### config.mk
export PLATFORM = sky130hd
export DESIGN_NAME = rv_muldiv
export DESIGN_NICKNAME = d
export VERILOG_FILES = /design/src/rtl/rv_muldiv.sv
export SDC_FILE = /design/constraint.sdc
export NUM_CORES = 1
export LEC_CHECK = 0
export ABC_AREA = 1
export BUFFER_PORTS_ARGS = -buffer_cell sky130_fd_sc_hd__buf_2
export CAP_MARGIN = 5
export CELL_PAD_IN_SITES_DETAIL_PLACEMENT = 1
export CELL_PAD_IN_SITES_GLOBAL_PLACEMENT = 2
export CORE_MARGIN = 5
export CORE_UTILIZATION = 36
export CTS_CLUSTER_SIZE = 14
export DETAILED_ROUTE_END_ITERATION = 16
export PLACE_DENSITY_LB_ADDON = 0.1
export SYNTH_ARGS = -nofsm -noshare
export SYNTH_HDL_FRONTEND = slang
export SYNTH_SLANG_ARGS = --single-unit
export TNS_END_PERCENT = 100
### constraint.sdc
create_clock -name clk -period 9.6 [get_ports clk]
set_input_delay 1.44 -clock clk [delete_from_list [all_inputs] [get_ports clk]]
set_output_delay 1.44 -clock clk [all_outputs]
set_load 0.03 [all_outputs]
### src/rtl/rv_muldiv.sv
// Iterative RV32M multiply/divide unit: radix-2 shift-add multiply and restoring
// divide on operand magnitudes, with a start/busy/done handshake and flush abort.
module rv_muldiv #(
  parameter int XLEN = 32
) (
  input  logic            clk,
  input  logic            rst,
  input  logic            enable,
  input  logic            start,
  input  logic            flush,
  input  logic [2:0]      funct3,
  input  logic [XLEN-1:0] op_a,
  input  logic [XLEN-1:0] op_b,
  input  logic [4:0]      rd_in,
  output logic            busy,
  output logic            done,
  output logic [XLEN-1:0] result,
  output logic [4:0]      rd_out
);

  localparam int CW = $clog2(XLEN) + 1;
  localparam logic [XLEN-1:0] MIN_NEG = {1'b1, {(XLEN-1){1'b0}}};

  localparam logic [2:0] F_MUL    = 3'b000;
  localparam logic [2:0] F_MULH   = 3'b001;
  localparam logic [2:0] F_MULHSU = 3'b010;
  localparam logic [2:0] F_MULHU  = 3'b011;
  localparam logic [2:0] F_DIV    = 3'b100;
  localparam logic [2:0] F_DIVU   = 3'b101;
  localparam logic [2:0] F_REM    = 3'b110;
  localparam logic [2:0] F_REMU   = 3'b111;

  typedef enum logic [1:0] {
    S_IDLE = 2'd0,
    S_CALC = 2'd1,
    S_DONE = 2'd2
  } state_t;

  state_t            state_r, state_nxt_s;
  logic [CW-1:0]     cnt_r;
  logic [2*XLEN-1:0] acc_r, acc_nxt_s, prod_s;
  logic [XLEN-1:0]   opnd_r;
  logic              neg_r;
  logic [2:0]        funct3_r;
  logic [4:0]        rd_r;

  logic              accept_s, special_s, last_step_s, calc_step_s;
  logic              a_signed_s, b_signed_s, a_neg_s, b_neg_s, neg_s;
  logic [XLEN-1:0]   a_mag_s, b_mag_s, special_val_s, final_s;
  logic [XLEN:0]     sum_s, shl_s, diff_s;

  function automatic logic [XLEN-1:0] f_neg(input logic [XLEN-1:0] v);
    return {XLEN{1'b0}} - v;
  endfunction

  function automatic logic [2*XLEN-1:0] f_neg2(input logic [2*XLEN-1:0] v);
    return {(2*XLEN){1'b0}} - v;
  endfunction

  // Operand sign handling and the divide special cases, decoded from the live inputs
  always_comb begin
    a_signed_s = (funct3 == F_MULH) || (funct3 == F_MULHSU) ||
                 (funct3 == F_DIV)  || (funct3 == F_REM);
    b_signed_s = (funct3 == F_MULH) || (funct3 == F_DIV) || (funct3 == F_REM);
    a_neg_s    = a_signed_s && op_a[XLEN-1];
    b_neg_s    = b_signed_s && op_b[XLEN-1];
    a_mag_s    = a_neg_s ? f_neg(op_a) : op_a;
    b_mag_s    = b_neg_s ? f_neg(op_b) : op_b;
    if (funct3 == F_REM) begin
      neg_s = a_neg_s;
    end else begin
      neg_s = a_neg_s ^ b_neg_s;
    end
    special_s = funct3[2] && ((op_b == {XLEN{1'b0}}) ||
                (!funct3[0] && (op_a == MIN_NEG) && (op_b == {XLEN{1'b1}})));
    case (funct3)
      F_DIV, F_DIVU: special_val_s = (op_b == {XLEN{1'b0}}) ? {XLEN{1'b1}} : op_a;
      F_REM, F_REMU: special_val_s = (op_b == {XLEN{1'b0}}) ? op_a : {XLEN{1'b0}};
      default:       special_val_s = {XLEN{1'b0}};
    endcase
  end

  assign accept_s    = enable && start && !flush &&
                       ((state_r == S_IDLE) || (state_r == S_DONE));
  assign calc_step_s = enable && !flush && (state_r == S_CALC);
  assign last_step_s = calc_step_s && (cnt_r == CW'(XLEN-1));

  // State register
  always_ff @(posedge clk or posedge rst) begin
    if (rst) begin
      state_r <= S_IDLE;
    end else begin
      state_r <= state_nxt_s;
    end
  end

  // Next-state logic; enable low freezes, flush always returns to IDLE
  always_comb begin
    state_nxt_s = state_r;
    if (!enable) begin
      state_nxt_s = state_r;
    end else if (flush) begin
      state_nxt_s = S_IDLE;
    end else begin
      case (state_r)
        S_IDLE, S_DONE: begin
          if (start) begin
            state_nxt_s = special_s ? S_DONE : S_CALC;
          end else begin
            state_nxt_s = S_IDLE;
          end
        end
        S_CALC: begin
          if (cnt_r == CW'(XLEN-1)) begin
            state_nxt_s = S_DONE;
          end else begin
            state_nxt_s = S_CALC;
          end
        end
        default: state_nxt_s = S_IDLE;
      endcase
    end
  end

  // Handshake outputs decoded from the state register
  always_comb begin
    busy = 1'b0;
    done = 1'b0;
    if (state_r == S_CALC) begin
      busy = 1'b1;
    end else if (state_r == S_DONE) begin
      done = 1'b1;
    end else begin
      busy = 1'b0;
      done = 1'b0;
    end
  end

  // One radix-2 step; acc holds {hi, lo} = {partial/remainder, multiplier/quotient}
  always_comb begin
    sum_s  = {1'b0, acc_r[2*XLEN-1:XLEN]} +
             (acc_r[0] ? {1'b0, opnd_r} : {(XLEN+1){1'b0}});
    shl_s  = {acc_r[2*XLEN-1:XLEN], acc_r[XLEN-1]};
    diff_s = shl_s - {1'b0, opnd_r};
    if (funct3_r[2]) begin
      if (!diff_s[XLEN]) begin
        acc_nxt_s = {diff_s[XLEN-1:0], acc_r[XLEN-2:0], 1'b1};
      end else begin
        acc_nxt_s = {shl_s[XLEN-1:0], acc_r[XLEN-2:0], 1'b0};
      end
    end else begin
      acc_nxt_s = {sum_s, acc_r[XLEN-1:1]};
    end
  end

  // Final sign fix-up and result selection from the last step's accumulator
  always_comb begin
    prod_s = neg_r ? f_neg2(acc_nxt_s) : acc_nxt_s;
    case (funct3_r)
      F_MUL:                      final_s = prod_s[XLEN-1:0];
      F_MULH, F_MULHSU, F_MULHU:  final_s = prod_s[2*XLEN-1:XLEN];
      F_DIV, F_DIVU:              final_s = neg_r ? f_neg(acc_nxt_s[XLEN-1:0])
                                                  : acc_nxt_s[XLEN-1:0];
      F_REM, F_REMU:              final_s = neg_r ? f_neg(acc_nxt_s[2*XLEN-1:XLEN])
                                                  : acc_nxt_s[2*XLEN-1:XLEN];
      default:                    final_s = {XLEN{1'b0}};
    endcase
  end

  // Operand latch at accept and iteration datapath
  always_ff @(posedge clk or posedge rst) begin
    if (rst) begin
      funct3_r <= 3'b000;
      rd_r     <= 5'd0;
      cnt_r    <= {CW{1'b0}};
      neg_r    <= 1'b0;
      opnd_r   <= {XLEN{1'b0}};
      acc_r    <= {(2*XLEN){1'b0}};
    end else if (accept_s) begin
      funct3_r <= funct3;
      rd_r     <= rd_in;
      cnt_r    <= {CW{1'b0}};
      neg_r    <= neg_s;
      if (funct3[2]) begin
        opnd_r <= b_mag_s;
        acc_r  <= {{XLEN{1'b0}}, a_mag_s};
      end else begin
        opnd_r <= a_mag_s;
        acc_r  <= {{XLEN{1'b0}}, b_mag_s};
      end
    end else if (calc_step_s) begin
      acc_r <= acc_nxt_s;
      cnt_r <= cnt_r + CW'(1);
    end
  end

  // result/rd_out update only on entry to DONE
  always_ff @(posedge clk or posedge rst) begin
    if (rst) begin
      result <= {XLEN{1'b0}};
      rd_out <= 5'd0;
    end else if (accept_s && special_s) begin
      result <= special_val_s;
      rd_out <= rd_in;
    end else if (last_step_s) begin
      result <= final_s;
      rd_out <= rd_r;
    end
  end

endmodule
== Word level (Yosys, flattened, before mapping) ==
Index checks and enable logic that the tools add are counted.
Word-level totals
  register bits after elaboration: 150
  input bits: 77
  output and inout port bits: 39
  logic and storage cells: 99
Operators by class
  add/sub/neg operators: 8
  equal/unequal tests: 18
  mux-type cells: 31
  bitwise logic cells: 1
  reductions and logical operators: 32
Operator list (number)
  32-bit two-way mux: 11
  64-bit two-way mux: 5
  32-bit case mux with 4 select lines: 1
  1-bit by 32-bit subtractor with 32-bit output, first input constant: 4
  32-bit == test, second input constant: 2
  32-bit case mux with 2 select lines: 1
  1-bit by 64-bit subtractor with 64-bit output, first input constant: 1
  32-bit by 32-bit adder with 33-bit output: 1
  33-bit by 32-bit subtractor with 33-bit output: 1
  32-bit logical NOT: 1
  3-bit == test, second input constant: 8
  1-bit logical AND: 12
  6-bit two-way mux: 2
  5-bit two-way mux: 2
  2-bit OR reduction: 5
  3-bit by 2-bit == test with 1-bit output, second input constant: 3
  2-bit two-way mux: 4
  1-bit logical OR: 7
  6-bit by 1-bit adder with 6-bit output, second input constant: 1
  3-bit by 1-bit == test with 1-bit output, second input constant: 2
  6-bit by 5-bit == test with 1-bit output, second input constant: 1
  1-bit two-way mux: 4
  2-bit case mux with 2 select lines: 1
  2-bit nonzero test: 2
  7 further kinds: 8

== Logic depth before layout (Yosys ltp) ==
  word-level depth: 9
  mapped depth: 34
  depth with buffers taken out: 34

== Worst setup path after synthesis ==
OpenSTA, ideal clock, no wires.
  kind: register to register
  start: reg acc_r[31]
  end: reg result[28]
  setup time: 0.073 ns
  arrival time: 3.786 ns
  data required time: 9.527 ns
  path slack: 5.741 ns
  cell stages (with the launch flop): 34
  buffers on the path: 0
  clock period less this slack: 3.859 ns
  cells stage by stage: dfrtp_1 -> inv_1 -> ha_1 -> fa_1 -> inv_1 -> nand2_1 -> nand2_1 -> nand3_1 -> nand2_2 -> nand2_2 -> nand2_4 -> nand2_4 -> nand3_4 -> nand2_8 -> a21boi_2 -> ha_1 -> inv_1 -> nor2_1 -> nand4_1 -> nor3_2 -> nand2_1 -> nor2_1 -> nand4_1 -> nor2_1 -> inv_1 -> nor2_1 -> nand3_1 -> nand2_1 -> nand2_1 -> nand2_1 -> nand3_1 -> nand3b_1 -> nand2_1 -> a21oi_2
On the way
  word-level cells in the longest chain between the ends: 8
  elaborated cells on any way between the ends: 12
  classes of those cells: add/sub: 4; mux: 8
Ends and longest elaborated chain
  from (decl): line 41  | logic [2*XLEN-1:0] acc_r, acc_nxt_s, prod_s;
  from (signal assigned): line 178  | acc_r <= {(2*XLEN){1'b0}};
  from (signal assigned): line 186  | acc_r <= {{XLEN{1'b0}}, a_mag_s};
  from (signal assigned): line 189  | acc_r <= {{XLEN{1'b0}}, b_mag_s};
  33-bit by 32-bit subtractor with 33-bit output: line 144  | diff_s = shl_s - {1'b0, opnd_r};
  64-bit two-way mux: line 146  | if (!diff_s[XLEN]) begin
  64-bit two-way mux (*): line 145  | if (funct3_r[2]) begin
  1-bit by 64-bit subtractor with 64-bit output or 1-bit by 32-bit subtractor with 32-bit output (tied branches): line 57, 53
  64-bit two-way mux (tied with other cells): line 158  | prod_s = neg_r ? f_neg2(acc_nxt_s) : acc_nxt_s;
  32-bit case mux with 4 select lines (*): line 159  | case (funct3_r)
  32-bit two-way mux (*): line 205  | end else if (last_step_s) begin
  32-bit two-way mux (*): line 202  | end else if (accept_s && special_s) begin
  to (signal assigned): line 200  | result <= {XLEN{1'b0}};
  to (signal assigned): line 203  | result <= special_val_s;
  to (signal assigned): line 206  | result <= final_s;
  to (decl): line 17  | output logic [XLEN-1:0] result,
Mark *: on every way between the ends. The rest lies on a longest branch, timed or not. The select of a mux whose other input is x is not followed.
A chain may end at the register's enable or synchronous reset.

== Final worst setup path ==
  start: reg acc_r[31]
  end: reg result[20]
The elaborated chain is that of the path after synthesis.

==> results_dict.tcl <==
set metrics [dict create \
    outcome "complete, no violations" \
    ant_nets 0 \
    grt_max_degree 82 \
    rows 82 \
    start_kind "flip-flop" \
    clk_latency_ns 0.49 \
    fin_nets 3347 \
    place_inst 3851 \
    die_area_sq_um 55200 \
    start_util 0.364 \
    drc 0 \
    reg2reg_from "acc_r[31]$_DFFE_PP0P_" \
    htree_levels 4 \
    period_minus_slack_ns 5.55 \
    synth_flop_cell "dfrtp_1" \
    setup_viol 0 \
    grt.overflow.total 0 \
    fin_crit_sh 0.578 \
    routedLengthMet1_microns 38800 \
    crit_type "flip-flop to flip-flop" \
    finalSetupTns_ns 0 \
    wl_met2_microns 45700 \
    drive_gt1_frac 0.0897 \
    area_growth_pct 9.67 \
    cts-resized-gates 0 \
    clockBufferDepth 2 \
    die_x_microns 235 \
    synth.distinct_cells 58 \
    firstDrtPassIters 5 \
    maxCapViolCount 0 \
    r2r_end "result[20]$_DFFE_PP0P_" \
    cp.arrival_ns 5.91 \
    fillers 7026 \
    synth_warnings 0 \
    setup_ws_ns 4.05 \
    ys_seq_area_frac 0.206 \
    coreArea_sq_um 50100 \
    synth-edff-count 0 \
    dpl_cell_area_sq_um 19400 \
    grt_pass1_vias 22600 \
    drt_iter0_drc 1667 \
    cts_made_buffers 17 \
    final_cells 3883 \
    io_pins 116 \
    synth_cells 3144 \
    cts.sinks 150 \
    routed_wl_microns 94400 \
    stdcell_area_sq_um 20000 \
    power_density_nw_per_um2 379 \
    antenna_found_initial 2 \
    hold_start "rd_r[2]$_DFFE_PP0P_" \
    io_buffers 115 \
    worstSetupEndpointType "flip-flop" \
    synth-seq-cells 150 \
    leakage_nw 10.5 \
    path_clk_slew_ns 0.07 \
    syn-num-nets 3293 \
    ir_drop_mv 0.137 \
    wl_met3_microns 4800 \
    die_y_microns 235 \
    power_mw 7.56 \
    grt_pass1_wl_microns 141000 \
    relSlewSlack 0.269 \
    mostFrequentLayoutCell "nand2_1" \
    avgViaCountPerCell 5.68 \
    skew_ns 0.0195 \
    cp_data_required_time_ns 9.96 \
    gp_congestion 0.949 \
    critPathMaxStageDelay_ns 0.43 \
    fmax_mhz 180 \
    avgSynthCellArea_sq_um 5.79 \
    hold_viol_final 0 \
    cts_tree "built" \
    hp-class "flip-flop to flip-flop" \
    wl_per_cell_microns 24.3 \
    crit_fanout 34 \
    vias 22000 \
    cts_hold_buf 0 \
    hold-path-cell-count 2 \
    tightest_slew_ns 1.09 \
    crit_top_cell "nand2_1" \
    postSynth.asyncResetShare 1.00 \
    dr.max_layer_used "met4" \
    syn_area_sq_um 18200 \
    drv_slew 0 \
    cts-root-buf "clkbuf_16" \
    rsz0062_at_grt "false" \
    pre_cts_ws_ns 3.75 \
    r2r_cells 32 \
    cp_slowest_cell "fa_1" \
    post-dp-hpwl_microns 76400 \
    final_cell_mix "nand2_1, inv_1, nor2_1" \
    holdPathEnd "rd_r[2]$_DFFE_PP0P_" \
    reg2reg_slack_ns 4.05 \
    diodes 0 \
    cts_setup_buffers 0 \
    globalRouteTotalUtil 0.329 \
]
Yosys cell counts (4+ instances only):
cell type,n,share of area
a21o_1,4,0.0016
a21oi_1,141,0.039
a21oi_2,5,0.0024
a22oi_1,27,0.011
a31oi_1,14,0.0048
and2_1,4,0.0014
buf_1,13,0.0027
buf_2,23,0.0063
buf_6,4,0.0025
clkbuf_1,62,0.013
clkinv_1,6,0.0012
dfrtp_1,150,0.21
ha_1,70,0.048
inv_1,480,0.099
inv_2,12,0.0025
nand2_1,917,0.19
nand2_2,36,0.012
nand2_4,5,0.0031
nand3_1,258,0.071
nand3_2,5,0.0027
nand3b_1,19,0.0078
nand4_1,40,0.014
nor2_1,309,0.064
nor2_2,26,0.0089
nor3_1,39,0.011
nor4_1,13,0.0045
o2111ai_1,6,0.0029
o211ai_1,23,0.0095
o21ai_0,208,0.057
o21ai_1,17,0.0047
o21bai_1,13,0.0054
o221ai_1,20,0.0096
o22ai_1,34,0.012
or2_2,10,0.0034
xnor2_1,21,0.010
xor2_1,79,0.038
per-stage QoR:
step | utilization | hold slack [ns]
4_1_cts | 0.399 | 0.484
6_report | 0.399 | 0.485
5_1_grt | 0.399 | 0.522
3_3_place_gp | 0.387 | 0.465
2_1_floorplan | - | 0.442
3_5_place_dp | 0.387 | 0.468
layout make-up:
cell class / count / area [sq um] / share of cell area
Clock inverter: 15 / 168 / 0.00840
Clock buffer: 17 / 425 / 0.0213
Timing Repair Buffer: 139 / 756 / 0.0379
Tap cell: 672 / 841 / 0.0421
Multi-Input combinational cell: 2392 / 12100 / 0.608
Inverter: 498 / 1870 / 0.0939
Sequential cell: 150 / 3760 / 0.188
state kept, by name, indices dropped and copies added (netlist names):
signal / cells
opnd_r: 32
result: 32
cnt_r: 6
rd_out: 5
state_r: 2
funct3_r: 3
rd_r: 5
acc_r: 64
neg_r: 1
worst max-delay path by stage:
stage	endpoint	slack, ns	start
final	result[20]$_DFFE_PP0P_	4.05	acc_r[31]$_DFFE_PP0P_
after detailed placement	result[30]$_DFFE_PP0P_	3.75	enable
after global routing	result[20]$_DFFE_PP0P_	3.75	opnd_r[19]$_DFFE_PP0P_
after floorplan	acc_r[0]$_DFFE_PP0P_	4.12	rst
after CTS	result[20]$_DFFE_PP0P_	4.23	acc_r[31]$_DFFE_PP0P_
after global placement	result[28]$_DFFE_PP0P_	3.94	enable
report_power, final:
part | total (mW) | internal [mW] | switching (mW)
clock | 0.733 | 0.390 | 0.343
sequential | 1.05 | 0.805 | 0.246
combinational | 5.78 | 1.54 | 4.24
critical path, delay by kind of cell, from the launching register on:
family,cells,cell delay (ns)
AO/OA/AOI/OAI,2,0.38
buffers and inverters,4,0.34
AND/OR/NAND/NOR,23,3.40
flip-flops,1,0.35
adder cells (fa/ha/maj),3,0.92
cell families (layout without fill, tap and decap cells):
logic type,Yosys count,after routing,synth area share
simple gates,1689,1689,0.398
buf+inv,602,669,0.128
compound gates,531,531,0.170
flops,150,150,0.206
xor+xnor,100,100,0.0481
fa+ha+maj,72,72,0.0503
per-layer routing:
layer  vias up  track usage
met5         -            0
met4         0        0.154
met3       205       0.0385
met2       767        0.575
met1     10800        0.406
li1      10200            -
Power figures use the tool's default switching activity.
